--- src/rtl/rca_seq_pkg.sv ---
`default_nettype none
// +--------------------------------------------------------------------+
// | rca_seq_pkg: shared state encoding and sizing helper for the        |
// | multi-word ripple-carry sequencer.            Revision: 1.0         |
// +--------------------------------------------------------------------+
package rca_seq_pkg;

    localparam logic [1:0] S_IDLE = 2'd0;
    localparam logic [1:0] S_RUN  = 2'd1;
    localparam logic [1:0] S_DONE = 2'd2;

    // Slice counter width; never narrower than one bit.
    function automatic int cnt_width(input int slices);
        return (slices > 1) ? $clog2(slices) : 1;
    endfunction

endpackage
`default_nettype wire

--- src/rtl/ripple_carry_adder.sv ---
`default_nettype none
// +--------------------------------------------------------------------+
// | ripple_carry_adder: N-bit adder built from a chain of full adders.  |
// |                                               Revision: 1.0         |
// +--------------------------------------------------------------------+
module ripple_carry_adder #(
    parameter int N = 4
) (
    input  logic [N-1:0] a,
    input  logic [N-1:0] b,
    input  logic         cin,
    output logic [N-1:0] sum,
    output logic         cout
);

    logic [N:0] w_c;

    assign w_c[0] = cin;

    for (genvar i = 0; i < N; i++) begin : g_bit
        assign sum[i]   = a[i] ^ b[i] ^ w_c[i];
        assign w_c[i+1] = (a[i] & b[i]) | (w_c[i] & (a[i] ^ b[i]));
    end

    assign cout = w_c[N];

endmodule
`default_nettype wire

--- src/rtl/rca_multiword_sequencer.sv ---
`default_nettype none
// +--------------------------------------------------------------------+
// | rca_multiword_sequencer: W-bit add performed one N-bit slice per    |
// | cycle on a single shared ripple-carry adder.  Revision: 1.0         |
// +--------------------------------------------------------------------+
module rca_multiword_sequencer
    import rca_seq_pkg::*;
#(
    parameter int N      = 4,
    parameter int SLICES = 4
) (
    input  logic                clk,
    input  logic                rst,
    input  logic                start,
    input  logic [N*SLICES-1:0] a,
    input  logic [N*SLICES-1:0] b,
    input  logic                cin,
    output logic                busy,
    output logic                done,
    output logic [N*SLICES-1:0] sum,
    output logic                cout,
    output logic                ovf
);

    localparam int W  = N * SLICES;
    localparam int CW = cnt_width(SLICES);
    localparam logic [CW-1:0] C_LAST_SLICE = CW'(SLICES - 1);

    logic [1:0]    r_state;
    logic [W-1:0]  r_a;
    logic [W-1:0]  r_b;
    logic [W-1:0]  r_psum;
    logic          r_carry;
    logic [CW-1:0] r_cnt;
    logic          r_busy;
    logic          r_done;
    logic [W-1:0]  r_sum;
    logic          r_cout;
    logic          r_ovf;

    logic [N-1:0]  w_ssum;
    logic          w_scout;
    logic [W-1:0]  w_full;

    ripple_carry_adder #(.N(N)) u_adder (
        .a    (r_a[N-1:0]),
        .b    (r_b[N-1:0]),
        .cin  (r_carry),
        .sum  (w_ssum),
        .cout (w_scout)
    );

    // Operands shift down one slice per cycle; results enter from the top,
    // so after SLICES steps the partial sum is aligned with slice 0 at the bottom.
    assign w_full = {w_ssum, r_psum[W-1:N]};

    always_ff @(posedge clk or posedge rst) begin
        if (rst) begin
            r_state <= S_IDLE;
            r_a     <= '0;
            r_b     <= '0;
            r_psum  <= '0;
            r_carry <= 1'b0;
            r_cnt   <= '0;
            r_busy  <= 1'b0;
            r_done  <= 1'b0;
            r_sum   <= '0;
            r_cout  <= 1'b0;
            r_ovf   <= 1'b0;
        end else begin
            r_done <= 1'b0;
            case (r_state)
                S_IDLE, S_DONE: begin
                    if (start) begin
                        r_a     <= a;
                        r_b     <= b;
                        r_carry <= cin;
                        r_psum  <= '0;
                        r_cnt   <= '0;
                        r_busy  <= 1'b1;
                        r_state <= S_RUN;
                    end else begin
                        r_state <= S_IDLE;
                    end
                end
                S_RUN: begin
                    r_a     <= {{N{1'b0}}, r_a[W-1:N]};
                    r_b     <= {{N{1'b0}}, r_b[W-1:N]};
                    r_psum  <= w_full;
                    r_carry <= w_scout;
                    r_cnt   <= r_cnt + CW'(1);
                    if (r_cnt == C_LAST_SLICE) begin
                        // The top slice of the captured operands holds the sign bits now.
                        r_sum   <= w_full;
                        r_cout  <= w_scout;
                        r_ovf   <= (r_a[N-1] == r_b[N-1]) && (w_ssum[N-1] != r_a[N-1]);
                        r_busy  <= 1'b0;
                        r_done  <= 1'b1;
                        r_state <= S_DONE;
                    end
                end
                default: begin
                    r_busy  <= 1'b0;
                    r_state <= S_IDLE;
                end
            endcase
        end
    end

    assign busy = r_busy;
    assign done = r_done;
    assign sum  = r_sum;
    assign cout = r_cout;
    assign ovf  = r_ovf;

endmodule
`default_nettype wire
--- config.mk ---
export PLATFORM = sky130hd
export DESIGN_NAME = rca_multiword_sequencer
export DESIGN_NICKNAME = d
export VERILOG_FILES = /design/src/rtl/rca_seq_pkg.sv /design/src/rtl/ripple_carry_adder.sv /design/src/rtl/rca_multiword_sequencer.sv
export SDC_FILE = /design/constraint.sdc
export NUM_CORES = 1
export LEC_CHECK = 0
export ABC_CLOCK_PERIOD_IN_PS = 2090
export BUFFER_PORTS_ARGS = -buffer_cell sky130_fd_sc_hd__clkbuf_2
export CAP_MARGIN = 15
export CELL_PAD_IN_SITES_DETAIL_PLACEMENT = 1
export CELL_PAD_IN_SITES_GLOBAL_PLACEMENT = 1
export CORE_AREA = 2 2 90 92
export DETAILED_ROUTE_END_ITERATION = 12
export DIE_AREA = 0 0 92 94
export PLACE_DENSITY = 0.8
export SLEW_MARGIN = 20
export SYNTH_ARGS = -nofsm -noshare
export SYNTH_HDL_FRONTEND = slang
export SYNTH_SLANG_ARGS = --single-unit
--- constraint.sdc ---
create_clock -name clk -period 2.09 [get_ports clk]
set_input_delay 0.209 -clock clk [delete_from_list [all_inputs] [get_ports clk]]
set_output_delay 0.209 -clock clk [all_outputs]
set_load 0.05 [all_outputs]
* Word-level counts from Yosys, hierarchy flattened
Cells that the tools add are included.
W data, S select, Z words.
** Storage, ports and cells
- Output and inout port bits :: 20
- Latch bits :: 0
- Memories :: 0
- Bits in read-only memories :: 0
- Logic and storage cells :: 64
- Flip-flop bits (word level) :: 73
- RAM bits :: 0
** Operators by class
- Shift operators :: 0
- Muxes and demuxes :: 18
- Div/mod/pow operators :: 0
- Multipliers :: 0
- Add/sub/neg operators :: 1
- Magnitude comparators :: 0
- Reductions and logical operators :: 7
- Bitwise operators :: 20
- Equal/unequal tests :: 7
** Operator list (count)
- $pmux W16 S2 :: 3
- $mux W16 :: 3
- $and A1 B1 Y1 :: 8
- $pmux W2 S2 :: 2
- $xor A1 B1 Y1 :: 8
- $mux W1 :: 6
- $reduce_and A2 Y1 :: 3
- $eq A2 B2 Y1 const B :: 2
- $mux W2 :: 2
- $ne A2 B2 Y1 const B :: 2
- $or A1 B1 Y1 :: 4
- $pmux W1 S2 :: 2
- $add A2 B1 Y2 const B :: 1
- $eq A2 B1 Y1 const B :: 1
- $logic_not A2 Y1 :: 1
- $reduce_bool A2 Y1 :: 1
- $reduce_or A2 Y1 :: 1
- $eq A1 B1 Y1 :: 1
- $logic_and A1 B1 Y1 :: 1
- $ne A1 B1 Y1 :: 1

* Logic depth before layout (Yosys ltp)
Gate-level depths: netlist (run 1).
- Depth after elaboration :: 10
- Depth in mapped cells :: 8

* Hierarchy
A second synthesis (run 1) with hierarchy kept.
** Second synthesis, totals
- Cell total of the unflattened synthesis :: 261
- Area, all modules :: 2887.8 um^2
** Modules (own cells, without submodules)
- rca_multiword_sequencer :: cells an instance 247, instances 1, area each 2770.2 um^2, sequential area each 1726.7 um^2
- ripple_carry_adder :: cells an instance 14, instances 1, area each 117.6 um^2, sequential area each 0.0 um^2

* Worst setup path after synthesis (run 1)
No wires, ideal clock.
- Path type :: flip-flop to flip-flop
- From :: register r_a[0]
- To :: register r_ovf, in the netlist ovf
- Clock period less this slack :: 2.255 ns
- Data arrival time :: 2.159 ns
- Path slack :: -0.165 ns
- Stages on the path, launching flop included :: 9
- Data required time :: 1.995 ns
- Cell sequence :: dfrtp_1 inv_1 fa_1 inv_1 fa_1 fa_1 fa_1 xnor2_1 o31ai_1
** On the way
- Cells in the longest elaborated chain, start to end :: 10
- Elaborated cells on any way between the ends :: 11
- Those cells by class :: eq/ne (1); bitwise (9); reduce/logical (1)
** RTL lines
- start, declared :: line rca_multiword_sequencer.sv:30 : logic [W-1:0] r_a;
- start signal, assigned :: line rca_multiword_sequencer.sv:87 : r_a <= {{N{1'b0}}, r_a[W-1:N]};
- $xor A1 B1 Y1 :: line ripple_carry_adder.sv:22 : assign w_c[i+1] = (a[i] & b[i]) | (w_c[i] & (a[i] ^ b[i]));
- $and A1 B1 Y1 :: line ripple_carry_adder.sv:22
- $or A1 B1 Y1 (*) :: line ripple_carry_adder.sv:22
- $and A1 B1 Y1 (*) :: line ripple_carry_adder.sv:22
- $or A1 B1 Y1 (*) :: line ripple_carry_adder.sv:22
- $and A1 B1 Y1 (*) :: line ripple_carry_adder.sv:22
- $or A1 B1 Y1 (*) :: line ripple_carry_adder.sv:22
- $xor A1 B1 Y1 (*) :: line ripple_carry_adder.sv:21 : assign sum[i] = a[i] ^ b[i] ^ w_c[i];
- named net u_adder.sum[3] :: line ripple_carry_adder.sv:12 : output logic [N-1:0] sum,
- $ne A1 B1 Y1 (*) :: line rca_multiword_sequencer.sv:96 : r_ovf <= (r_a[N-1] == r_b[N-1]) && (w_ssum[N-1] != r_a[N-1]);
- $logic_and A1 B1 Y1 (*) :: line rca_multiword_sequencer.sv:96
- end signal, assigned :: line rca_multiword_sequencer.sv:96
- end, declared :: line rca_multiword_sequencer.sv:39 : logic r_ovf;
The timed path passes the listed nets; every way through them passes the cells marked *.
A chain may end at the register's enable or synchronous reset.

* Worst setup path after layout (run 1)
Ends and elaborated chain as after synthesis.

==> results of run 1 <==
## report_power, final
group / switching, mW / internal [mW] / total [mW]
combinational: 1.86 / 1.19 / 3.05
clock: 0.495 / 0.669 / 1.16
sequential: 0.413 / 1.97 / 2.38
## state kept, by name, indices dropped and copies added (netlist names)
register  flops
r_cnt         2
cout          1
done          1
r_carry       1
ovf           1
r_state       2
r_b          16
r_a          16
sum          16
busy          1
r_psum       12
## timing repair
action | CTS | global route
hold buffers | 1 | 0
gates cloned | 0 | 0
setup buffers | 1 | 1
hold endpoints to repair | 25 | 0
setup endpoints to repair | 5 | 5
gates resized for setup | 0 | 1
pin swaps | 2 | 0
## cell usage after synthesis (all sizes together)
master,number
a21oi,3
a22o,20
buf,13
clkbuf,4
dfrtp,69
fa,4
ha,2
inv,7
mux2,16
nand2,4
nand2b,2
nand3,1
nand3b,1
nor2,23
nor2b,2
nor3,22
o21ai,4
o22ai,25
o2bb2ai,1
o31ai,1
xnor2,1
## layout by cell type, fill, tap and decap left out, types with 2 or more instances in the layout
| cell | n |
|---|---|
| clkinvlp_4 | 3 |
| inv_1 | 4 |
| clkbuf_2 | 55 |
| ha_1 | 2 |
| nor3_1 | 22 |
| fa_2 | 3 |
| inv_2 | 3 |
| nand2_1 | 4 |
| mux2_2 | 16 |
| o22ai_1 | 24 |
| o21ai_0 | 4 |
| dfrtp_1 | 69 |
| nor2_1 | 22 |
| a21oi_1 | 3 |
| buf_4 | 10 |
| a22o_1 | 20 |
| bufinv_16 | 2 |
| nand2b_1 | 2 |
| nor2b_2 | 2 |
| clkbuf_8 | 9 |
| buf_12 | 2 |
## per-stage QoR
stage                     power, mW  std cells  instance area (um^2)
after floorplan                4.58        225                  2770
after global placement         5.25        375                  3200
after detailed placement       5.44        375                  3200
after CTS                      6.63        393                  3430
after global routing           7.06        394                  3450
final                          6.60        394                  3450
## per-layer routing
layer  part of all wire, %  vias to the layer above  track usage (%)
li1                      -                      932                -
met1                    46                     1004             21.0
met2                    49                       51             26.3
met3                   4.5                        7             5.54
met4                  0.94                        0             4.23
met5                     0                        -                0
## layout make-up
class                      instances  area [um^2]  share of cell area, %
sequential                        69         1730                   50.1
tap                              102          128                   3.70
inverter                           7         26.3                  0.762
clock buffer                      10          128                   3.70
multi-input combinational        132          952                   27.6
timing repair buffer              68          400                   11.6
clock inverter                     6         87.6                   2.54
## kinds of logic after synthesis
family / count (synthesis) / share of synthesized area (%)
flops: 69 / 62.5
buf+inv: 24 / 3.85
compound gates: 54 / 13.9
mux: 16 / 6.52
fa+ha+maj: 6 / 3.81
xor+xnor: 1 / 0.317
simple gates: 55 / 9.11
## path summary, 6_finish.rpt
check	end	depth (start not counted)
worst min register to register	busy	2
max in group asynchronous	r_cnt[1]	4
min in group asynchronous	done	3
worst max-delay path	ovf	8
worst min-delay path	r_a[13]	2
worst max register to register	ovf	8
## critical path: cells and delay by family, from the launching register on
family	cells	cell delay, ns
xor+xnor	1	0.07
flops	1	0.39
buf+inv	2	0.13
compound gates	1	0.19
fa+ha+maj	4	1.44
==> impl_results.md, run 1 <==
* Post-layout util at 45.3%
* Antenna cells at 0
* Synth area leaders: dfrtp_1, mux2_2, a22o_1
* Fin nets at 329
* Starting Density at 36.3%
* Pre-CTS WS at -0.241 ns
* Largest net degree at the start of global routing at 35
* Routed len/inst at 16.3 um
* Worst EP arrival at 2.55 ns
* Routed wire length at 6410 um
* Setup ws final at -0.210 ns
* Mapped Area at 0.00276 mm^2
* Vias per cell at 5.06
* HP Start: a[13]
* Slew HR at 54.8%
* Final HPWL DP at 4290 um
* Slew @ Worst Pin at 0.676 ns
* Residual DRC at 0
* Die ar. at 0.00865 mm^2
* PortBufs at 55
* CP Data Required Time at 2.34 ns
* Worst setup path startpoint: r_a[0]
* Die W at 92 um
* Core area at 0.00761 mm^2
* Synthesis-to-layout area growth at 24.9%
* Final GP Congestion at 0.696
* CTS root buf: clkbuf_8
* RSZ-0062 raised after global routing: true
* Hold_ws at 0.0923 ns
* Failing checks: setup timing
* CTS tree: yes
* Reg clk slew, reported paths at 0.07 ns
* Register area share after synthesis at 62.5%
* CP Launch Type: register
* Clock tree buffer depth at 2
* Area leader, netlist: dfrtp_1
* GR Overflow Total at 0
* VDD IR max at 550 uV
* H-tree depth at 3
* Die Span Y at 94 um
* Worst Setup End Kind: register
* FF-to-FF Start: r_a[0]
* Final slew viol count at 0
* Max-Cap Viols at 0
* # setup viols final at 4
* Synthesized instance count at 225
* Antenna violations before repair at 0
* First-pass GRT wire length at 10600 um
* Syn nets at 267
* Avg Inst Size Synth at 12.3 um^2
* Clk_lat worst skew at 0.34 ns
* Clock Skews at 0.00453 ns
* Worst path slowest cell: fa_2
* Fin. Hold Viols at 0
* Boundary pin count at 56
* Total track usage at 16.2%
* Initial DRC Count at 63
* Fmax at 0.435 GHz
* Filler cells at 850
* Distinct cells, synth at 22
* CP max FO at 3
* CTS Sinks at 69
* CP most frequent cell: fa_2
* Synthesized flop and latch total at 69
* Rows at 32
* Final ANT Viol Nets at 0
* Yosys warning count at 0
* Static Leak at 1.64 nW
* Period utilisation layout at 110%
* Pwr dens at 1910 mW/mm^2
* Number of global-route vias before repair at 2112
* Status: complete, but fails checks
* Layout cells sized above 1 at 37.0%
* CP max stage delay at 0.56 ns
* Setup slack, reg-to-reg at -0.21 ns
* Crit path time final at 2.30 ns
* Setup Total Neg Slack at -0.484 ns
* Vias post-DR at 1994
* Synth top area share at 62.5%
* HP Class: in2reg
* Setup Crit Path Kind: reg2reg
* Crit-path cells: inv_2, fa_1, inv_1, fa_2, fa_2, fa_2, xnor2_1, o31ai_1
* Pre-antenna DRT Iters at 4
* CTS Buf Count at 9
(Power assumes the default switching activity.)
==> run 2: changes to the inputs <==
Settings changed: ABC_CLOCK_PERIOD_IN_PS 2090 to 2000, CORE_AREA 2 2 90 92 to 2 2 88 90, DIE_AREA 0 0 92 94 to 0 0 90 92, PLACE_DENSITY 0.8 to 0.83.
Clock period 2.09 ns to 2 ns, I/O delays scaled along.
==> impl_results.md, run 2 (same netlist as run 1, synthesis figures left out) <==
* CP Launch Type: register
* Static Leak at 1.66 nW
* # setup viols final at 5
* Final GP Congestion at 0.730
* CP max FO at 3
* Total chip power at 7.11 mW
* Setup ws final at -0.281 ns
* Die Span Y at 92 um
* Layout cells sized above 1 at 37.5%
* Total track usage at 17.8%
* Reg clk slew, reported paths at 0.08 ns
* RSZ-0062 raised after global routing: true
* Clock Skews at 0.00615 ns
* Post-layout util at 46.7%
* H-tree depth at 3
* Period utilisation layout at 114%
* Pwr dens at 2040 mW/mm^2
* Clk_lat worst skew at 0.35 ns
* CTS tree: yes
* Max-Cap Viols at 0
* Setup Crit Path Kind: reg2reg
* Final ANT Viol Nets at 0
* CTS root buf: clkbuf_8
* Worst Setup End Kind: register
* Rows at 32
* CTS Buf Count at 9
* VDD IR max at 594 uV
* Final slew viol count at 0
* Routed wire length at 6710 um
* Fin. Hold Viols at 0
* Slew @ Worst Pin at 0.381 ns
* Boundary pin count at 56
* Slew HR at 74.5%
* Worst EP arrival at 2.54 ns
* Failing checks: setup timing
* Fmax at 0.438 GHz
* Status: complete, but fails checks
* Initial DRC Count at 43
* Residual DRC at 0
* HP Class: in2reg
* First-pass GRT wire length at 11200 um
* Synthesis-to-layout area growth at 26.1%
* Final HPWL DP at 4610 um
* Antenna cells at 0
* Vias per cell at 5.21
* Vias post-DR at 2057
* Largest net degree at the start of global routing at 70
* CTS Sinks at 69
* Antenna violations before repair at 0
* Starting Density at 37.1%
* Core area at 0.00745 mm^2
* Die W at 90 um
* Routed len/inst at 17.0 um
* Fin nets at 330
* Most frequent cells in the layout: dfrtp_1, clkbuf_2, o22ai_1
* Number of global-route vias before repair at 2214
* Filler cells at 830
* Pre-antenna DRT Iters at 5
* GR Overflow Total at 0
* Clock tree buffer depth at 2
* CP Data Required Time at 2.25 ns
* PortBufs at 55
* Crit path time final at 2.28 ns
* Commonest non-fill, non-tap cell in the layout: dfrtp_1
* Die ar. at 0.00828 mm^2
## run 2: changes by cell type in the layout (fill, tap and decap cells not counted), sizes merged
cell,before,now
buf,12,13
clkbuf,65,66
clkinvlp,3,1
bufinv,2,3
## run 2: critical path, stage by stage (launching register included)
cell and delay [ns]:
dfrtp_1 0.38, inv_2 0.08, fa_1 0.18, inv_1 0.05, fa_2 0.33, fa_2 0.36
fa_2 0.56, xnor2_1 0.07, o31ai_1 0.18
## run 2: final cells by class
cell class | count | area, um^2 | share of cell area (%)
sequential | 69 | 1730 | 49.6
inverter | 7 | 26.3 | 0.755
tap | 102 | 128 | 3.67
clock buffer | 11 | 151 | 4.35
multi-input combinational | 132 | 947 | 27.2
clock inverter | 5 | 106 | 3.06
timing repair buffer | 69 | 395 | 11.4
## run 2: worst paths after layout
kind | start | endpoint | slack [ns] | depth (start not counted)
setup / recovery | r_a[0] | ovf | -0.28 | 8
hold / removal | b[13] | r_b[13] | 0.07 | 2
setup reg to reg | r_a[0] | ovf | -0.28 | 8
hold reg to reg | busy | busy | 0.49 | 2
max in group asynchronous | rst | r_a[12] | 1.24 | 4
min in group asynchronous | rst | sum[0] | 0.47 | 4
## run 2: timing repair
| item | CTS | global route |
|---|---|---|
| buffers inserted | 1 | 0 |
| gates resized for setup | 0 | 1 |
| hold endpoints to repair | 69 | 0 |
| endpoints found under the setup margin | 5 | 5 |
| hold buffers | 1 | 0 |
| pin swaps | 2 | 0 |
## run 2: through the flow
stage	area (um^2)	cells	hold slack, ns	setup slack (ns)	TNS, ns
after global placement	3200	377	0.286	-0.263	-0.783
after detailed placement	3200	377	0.294	-0.326	-1.10
after floorplan	2770	225	0.340	-0.201	-0.553
after global routing	3480	395	0.0651	-0.406	-1.30
after CTS	3470	395	0.0618	-0.298	-0.895
final	3480	395	0.0729	-0.281	-0.824
## run 2: per-layer routing
| layer | vias to the layer above | track usage, % | part of all wire (%) |
|---|---|---|---|
| met4 | 0 | 6.54 | 2.1 |
| met5 | - | 0 | 0 |
| met1 | 1051 | 21.9 | 42 |
| li1 | 933 | - | - |
| met3 | 14 | 5.42 | 4.8 |
| met2 | 59 | 29.6 | 51 |
## run 2: report_power, final
group	total, mW	leakage (nW)	internal, mW	switching [mW]
Clock	1.43	0.126	0.898	0.532
Combinational	3.17	0.684	1.23	1.94
Sequential	2.51	0.854	2.06	0.445
Total	7.11	1.66	4.19	2.92
==> run 3: changes to the inputs <==
Settings changed: BUFFER_PORTS_ARGS -buffer_cell sky130_fd_sc_hd__clkbuf_2 to -buffer_cell sky130_fd_sc_hd__buf_2.
==> impl_results.md, run 3 (same netlist as run 1, synthesis figures left out) <==
* Status: complete, but fails checks
* Failing checks: setup timing
* Delay-heaviest family, CP: adder cells
* Clock power share at 19.7%
* Worst setup path startpoint: r_carry
* Final ANT Viol Nets at 0
* Commonest non-fill, non-tap cell in the layout: dfrtp_1
* Final GP Congestion at 0.725
* Clk_lat worst skew at 0.35 ns
* Slew @ Worst Pin at 0.370 ns
* Gate power share at 45.6%
* Largest net degree at the start of global routing at 70
* CTS Sinks at 69
* PortBufs at 55
* First-pass GRT wire length at 11200 um
* Layout cells sized above 1 at 38.2%
* Die ar. at 0.00828 mm^2
* CTS tree: yes
* CP Launch Type: register
* Antenna violations before repair at 0
* CTS Buf Count at 9
* H-tree depth at 3
* Rows at 32
* CP most frequent cell: fa_2
* Vias per cell at 5.15
* Final slew viol count at 0
* HP Start: a[13]
* Switching share of power at 41.0%
* Vias post-DR at 2036
* Period utilisation layout at 117%
* Most frequent cells in the layout: dfrtp_1, buf_2, o22ai_1
* Synthesis-to-layout area growth at 25.9%
* Worst hold path cell count at 2
* Worst Setup End Kind: register
* Residual DRC at 0
* Routed len/inst at 16.8 um
* Reg clk slew, reported paths at 0.07 ns
* Starting Density at 37.1%
* Setup slack, reg-to-reg at -0.35 ns
* Antenna cells at 0
* Max-Cap Viols at 0
* CTS root buf: clkbuf_8
* Worst path slowest cell: fa_2
* Fin. Hold Viols at 0
* Static Leak at 1.66 nW
* Total chip power at 7.12 mW
* Setup ws final at -0.346 ns
* Worst EP arrival at 2.58 ns
* CP max stage delay at 0.43 ns
* Setup Crit Path Kind: reg2reg
* Fmax at 0.426 GHz
* # setup viols final at 5
* R2R depth at 8
* Pwr dens at 2050 mW/mm^2
* Clock Skews at 0.00914 ns
* Cells after DPL at 377
* Share of total power in sequential cells at 34.8%
* Clock tree buffer depth at 2
* CP Buf/Inv Count at 3
* CP Data Required Time at 2.23 ns
* Stages on worst setup path at 8
* HP Class: in2reg
* Total track usage at 17.6%
* RR Endpoint: sum[15]
* Reg area at 0.00173 mm^2
* Routed wire length at 6650 um
* VDD IR max at 477 uV
* RSZ-0062 raised after global routing: true
* Pre-antenna DRT Iters at 4
* Filler cells at 818
* Core area at 0.00745 mm^2
* Die Span Y at 92 um
* FF-to-FF Start: r_carry
* Design Area, Final at 0.00348 mm^2
* Worst Hold End: r_a[13]
* Initial DRC Count at 78
* P_int at 4.20 mW
* GR Overflow Total at 0
* Crit-path cells: inv_1, fa_2, inv_2, fa_2, fa_2, fa_2, buf_4, mux2_2
* Fin nets at 330
* Die W at 90 um
* Layout Cells excl Fill at 395
* Dpl cell area at 0.00320 mm^2
* Crit path time final at 2.35 ns
* CP max FO at 2
* Combined area of the multi-input logic cells at 953 um^2
* Sw Pwr at 2.92 mW
* Final HPWL DP at 4420 um
* Number of global-route vias before repair at 2172
* Slew HR at 75.3%
* Boundary pin count at 56
[run 3: changes by cell type in the layout (fill, tap and decap cells not counted)]
cell | previous run | this run
mux2_2 | 16 | 15
inv_2 | 3 | 4
inv_1 | 4 | 3
fa_1 | 1 | 0
mux2_4 | 0 | 1
clkbuf_2 | 55 | 0
clkinv_2 | 0 | 1
buf_2 | 0 | 55
fa_2 | 3 | 4
clkinv_4 | 1 | 0
clkbuf_8 | 11 | 10
clkinvlp_4 | 1 | 2
[run 3: worst register-to-register path: stages, from the launching register on]
cell and delay (ns):
dfrtp_1 0.38, inv_1 0.09, fa_2 0.20, inv_2 0.04, fa_2 0.33, fa_2 0.36, fa_2 0.43, buf_4 0.15
mux2_2 0.25
[run 3: repair_timing]
action,in CTS,in global routing
hold buffers,1,0
endpoints found under the hold margin,69,0
gates resized for setup,1,3
buffers inserted,1,0
endpoints found under the setup margin,5,5
pin swaps,3,1
[run 3: cell type report]
type | instances | area share (%)
clock inverters | 6 | 3.17
inverters | 7 | 0.756
well taps | 102 | 3.67
clock buffers | 10 | 3.96
repair buffers | 69 | 11.4
flip-flops and latches | 69 | 49.7
multi-input cells | 132 | 27.4
[run 3: power groups by stage]
stage	Sequential [mW]	Clock, mW	Combinational, mW
after floorplan	3.03	0	1.76
after global placement	2.46	0	3.04
after global routing	2.57	1.49	3.58
final	2.48	1.40	3.24
after CTS	2.49	1.43	3.27
after detailed placement	2.51	0	3.19
[run 3: worst max path at each step]
| stage | slack (ns) | to |
|---|---|---|
| after CTS | -0.36 | ovf |
| after floorplan | -0.20 | ovf |
| after detailed placement | -0.36 | ovf |
| after global routing | -0.44 | ovf |
| after global placement | -0.26 | ovf |
| final | -0.35 | sum[15] |
[run 3: through the flow]
stage	hold WS, ns	util, %	worst slack (ns)	TNS [ns]
final	0.0750	46.7	-0.346	-1.17
after global placement	0.300	43.0	-0.261	-0.775
after CTS	0.0566	46.6	-0.355	-1.11
after detailed placement	0.311	43.0	-0.361	-1.13
after global routing	0.0723	46.7	-0.440	-1.59
after floorplan	0.340	-	-0.201	-0.553
[run 3: layer usage]
layer	track usage, %	vias up	routed length [um]
li1	-	942	-
met1	22.5	1043	2880
met2	29.1	42	3440
met3	3.70	9	217
met4	7.69	0	106
met5	0	-	0
